==> src/rtl/ram_pkg.sv <==
// Shared constants and types for the small scratch RAM family.
package ram_pkg;

  localparam int RAM_DATA_WIDTH = 4;
  localparam int RAM_DEPTH      = 16;
  localparam int RAM_ADDR_WIDTH = $clog2(RAM_DEPTH);

  typedef logic [RAM_DATA_WIDTH-1:0] ram_word_t;
  typedef logic [RAM_ADDR_WIDTH-1:0] ram_addr_t;

endpackage : ram_pkg

==> src/rtl/ram_16x4.sv <==
// Single-port synchronous scratch RAM with one shared read/write address.
// The read port is write-first: on a write cycle the new word appears on
// data_out after the same edge. A synchronous reset clears every word and
// the output register, and it wins over a write in the same cycle.
// DEPTH is expected to be a power of two and at least 2. ADDR_WIDTH is
// derived from it, so every address value maps onto a real word.
module ram_16x4
  import ram_pkg::*;
#(
  parameter  int DATA_WIDTH = RAM_DATA_WIDTH,
  parameter  int DEPTH      = RAM_DEPTH,
  localparam int ADDR_WIDTH = $clog2(DEPTH)
) (
  input  logic                  clk,
  input  logic                  rst,
  input  logic                  write_enable,
  input  logic [ADDR_WIDTH-1:0] addr,
  input  logic [DATA_WIDTH-1:0] data_in,
  output logic [DATA_WIDTH-1:0] data_out
);

  // Storage is kept in flops so that reset can clear every word in one cycle.
  logic [DATA_WIDTH-1:0] mem [DEPTH];

  // Array and read register update together: reset, else write-first write, else read.
  always_ff @(posedge clk) begin
    if (rst) begin
      mem      <= '{default: '0};
      data_out <= '0;
    end else if (write_enable) begin
      mem[addr] <= data_in;
      data_out  <= data_in;
    end else begin
      data_out <= mem[addr];
    end
  end

endmodule : ram_16x4

==> config.mk <==
export PLATFORM = sky130hd
export DESIGN_NAME = ram_16x4
export DESIGN_NICKNAME = d
export VERILOG_FILES = /design/src/rtl/ram_pkg.sv /design/src/rtl/ram_16x4.sv
export SDC_FILE = /design/constraint.sdc
export NUM_CORES = 1
export LEC_CHECK = 0
export ABC_AREA = 0
export CAP_MARGIN = 20
export CORE_ASPECT_RATIO = 0.9
export CORE_UTILIZATION = 30
export CTS_CLUSTER_DIAMETER = 80
export DETAILED_ROUTE_END_ITERATION = 10
export PLACE_DENSITY = 0.49
export SLEW_MARGIN = 25
export SYNTH_ARGS = -nofsm -noshare
export SYNTH_HDL_FRONTEND = slang
export SYNTH_SLANG_ARGS = --single-unit
==> constraint.sdc <==
create_clock -name clk -period 3.25 [get_ports clk]
set_input_delay 0.65 -clock clk [delete_from_list [all_inputs] [get_ports clk]]
set_output_delay 0.65 -clock clk [all_outputs]
set_load 0.01 [all_outputs]
==> summary.md <==
| Metric | Value |
|---|---|
| Crit path max fanout | `6` |
| CORE AREA | `0.0102 mm2` |
| RePlAce Congestion | `0.782` |
| Synth Warn # | `0` |
| DPL Wire Length | `around 5.4 mm` |
| CP delay by family, top | `buffers and inverters` |
| Via density | `between 5 and 6` |
| P_leak | `1.42 nW` |
| Area Overhead vs Synth | `18.0%` |
| CTS tree | `yes` |
| Crit path kind | `input pin to flip-flop` |
| Fillers | `roughly 1100` |
| Share of cells above drive strength 1 | `0.117` |
| Synth top area share | `0.432` |
| Post-cts resize count | `0` |
| Min Hold Slack | `0.458 ns` |
| Clk_lat worst skew | `0.32 ns` |
| Initial antenna violation count | `0` |
| Setup TNS Final | `0 ns` |
| Final clock period utilization by the worst path | `0.754` |
| Most common cell after layout, fill and taps aside | `dfxtp_1` |
| Max incr delay on CP | `between 0.6 and 0.7 ns` |
| Async set-reset flop share out of synthesis | `0` |
| Main area contributors after synthesis | `dfxtp_1 (43%), mux2i_1 (12%), a21oi_1 (6.4%)` |
| Dpl ws | `0.475 ns` |
| N_diodes | `0` |
| Antenna viol nets, final | `0` |
| Post-Syn Nets | `370` |
| DRC Markers | `0` |
| Cell Chain, Critical Path | `clkdlybuf4s50_1 > mux4_1 > nor2b_1 > a2111oi_0 > a2111oi_0` |
| Yosys reg bits | `roughly 70` |
| Initial core utilization | `0.307` |
| Die width | `110 um` |
| Least-Margin Pin Slew | `0.889 ns` |
| Total number of vias | `2520` |
| VDD IR max | `about 0.25 mV` |
| Port-buffer cells | `14` |
| Die area | `around 0.011 mm2` |
| Nature of the critical path startpoint | `input pin` |
| Total grt overflow | `0` |
| Critical Path Most Common Cell | `a2111oi_0` |
| CTS clk-pin slew, worst paths | `0.05 ns` |
| Largest net degree at the start of global routing | `48` |
| Unique masters post-synth | `34` |
| CTS H-tree lvls | `3` |
| RSZ-0062 raised after global routing | `false` |
| Clock buffer depth | `2` |
| Status | `finished, final reports clean` |
| Mapped Cells | `359` |
| CP max stage cell | `clkdlybuf4s50_1` |
| Total GRT Usage | `0.160` |
| Wire per inst | `16.4 um` |
| Register area share after synthesis | `0.432` |
| Crit. End Element | `flip-flop` |
| Vias in the first global route | `2460` |
| Main flop type after synthesis | `dfxtp_1` |
| I/O Pins | `15` |
| Max Slew Vio Count | `0` |
| Avg Synthesized Cell Area | `8.78 um2` |
| DIE HEIGHT | `99.2 um` |
| Root Buffer | `clkbuf_16` |
| Most frequent cells in the layout | `dfxtp_1 (68), nand2_1 (42), a21oi_1 (40)` |
| Final WL | `8.14 mm` |
| Hold WC Path Type | `flip-flop to flip-flop` |
| Setup violators final | `0` |
| Post-CTS Setup Bufs | `0` |
| Worst Skew | `0.0102 ns` |
| Reg area | `0.00136 mm2` |
| Minimum clock period | `2.45 ns` |
| Layout Nets | `374` |
| Netlist Area Pre-Place | `roughly 0.0032 mm2` |
| CTS buffer count | `9` |
| Initial DRC Count | `104` |
| Clk sinks | `68` |
| Power Dens Cells | `564 mW/mm2` |
| Largest area contributor in the netlist | `dfxtp_1` |
| Achievable Freq | `408 MHz` |
| Worst Slack Setup Final | `0.799 ns` |
| Critical Path RT | `around 3.4 ns` |
| Worst Path Buf+Inv | `1` |
| Max-cap viol count | `0` |
| Layout Utilization | `0.363` |
| Drt pass-1 iters | `4` |
| EDFF count, synth | `0` |
| Hold Buf Count CTS | `0` |
| CP Data Arrival Time | `2.60 ns` |
| Multi-input logic area | `roughly 0.0016 mm2` |
| First-pass GRT wire length | `13.0 mm` |
| Slew HR | `0.407` |
| Hold Fails Final Rpt | `0` |
| Rows | `35` |
-- synth_stat cells, types with 5 or more instances --
| cell type | count |
|---|---|
| mux2i_1 | 38 |
| a21oi_1 | 40 |
| o21ai_0 | 36 |
| nand3_1 | 6 |
| mux4_2 | 7 |
| clkbuf_1 | 28 |
| nand2b_1 | 5 |
| nor2_1 | 37 |
| nand2_1 | 42 |
| dfxtp_1 | 68 |
-- per-stage QoR --
stage | area [um2] | power (mW) | std cells
finish | 3720 | 2.10 | 497
global placement | 3390 | 1.03 | 481
detailed placement | 3390 | 1.03 | 481
floorplan | 3150 | 0.972 | 359
global route | 3720 | 2.17 | 497
CTS | 3720 | 2.12 | 497
-- worst register-to-register path: stages, from the launching register on --
cell	delay, ns
dfxtp_1	0.31
mux4_1	0.49
nor2b_1	0.14
a2111oi_0	0.44
a2111oi_0	0.12
-- power by group --
part / switching [mW] / internal [mW] / leakage [nW]
clock network: 0.342 / 0.747 / 0.163
registers: 0.00673 / 0.848 / 0.550
logic: 0.0960 / 0.0585 / 0.704
-- final cells by class --
class,count,share of cell area
Tap cell,129,0.0434
Timing Repair Buffer,31,0.0707
Multi-Input combinational cell,249,0.426
Sequential cell,68,0.366
Clock buffer,11,0.0626
Clock inverter,5,0.0269
Inverter,4,0.00404
-- metal layers --
metal | up-vias | global-route usage | part of all wire
li1 | 1266 | - | -
met3 | 12 | 0.0374 | 0.050
met5 | - | 0 | 0
met2 | 53 | 0.231 | 0.43
met1 | 1189 | 0.227 | 0.50
met4 | 0 | 0.0615 | 0.017
-- path summary, 6_finish.rpt --
kind	startpoint	endpoint	slack, ns	depth (start not counted)
worst max-delay path	addr[3]	data_out[0]$_SDFF_PP0_	0.80	5
worst min-delay path	mem[63]$_SDFFE_PP0P_	mem[63]$_SDFFE_PP0P_	0.46	2
worst max register to register	mem[56]$_SDFFE_PP0P_	data_out[0]$_SDFF_PP0_	1.58	4
worst min register to register	mem[63]$_SDFFE_PP0P_	mem[63]$_SDFFE_PP0P_	0.46	2
-- sequential cells by signal, summed over array words and instances, names as in the netlist --
register,flops
mem,64
data_out,4
-- cell families (layout without fill, tap and decap cells) --
logic type,Yosys count,after routing,synth area share
and+or+nand+nor,114,114,0.168
AOI/OAI and AO/OA,88,88,0.153
DFF,68,68,0.432
muxes,47,47,0.183
buffers and inverters,42,51,0.0647
(Power assumes the default switching activity.)
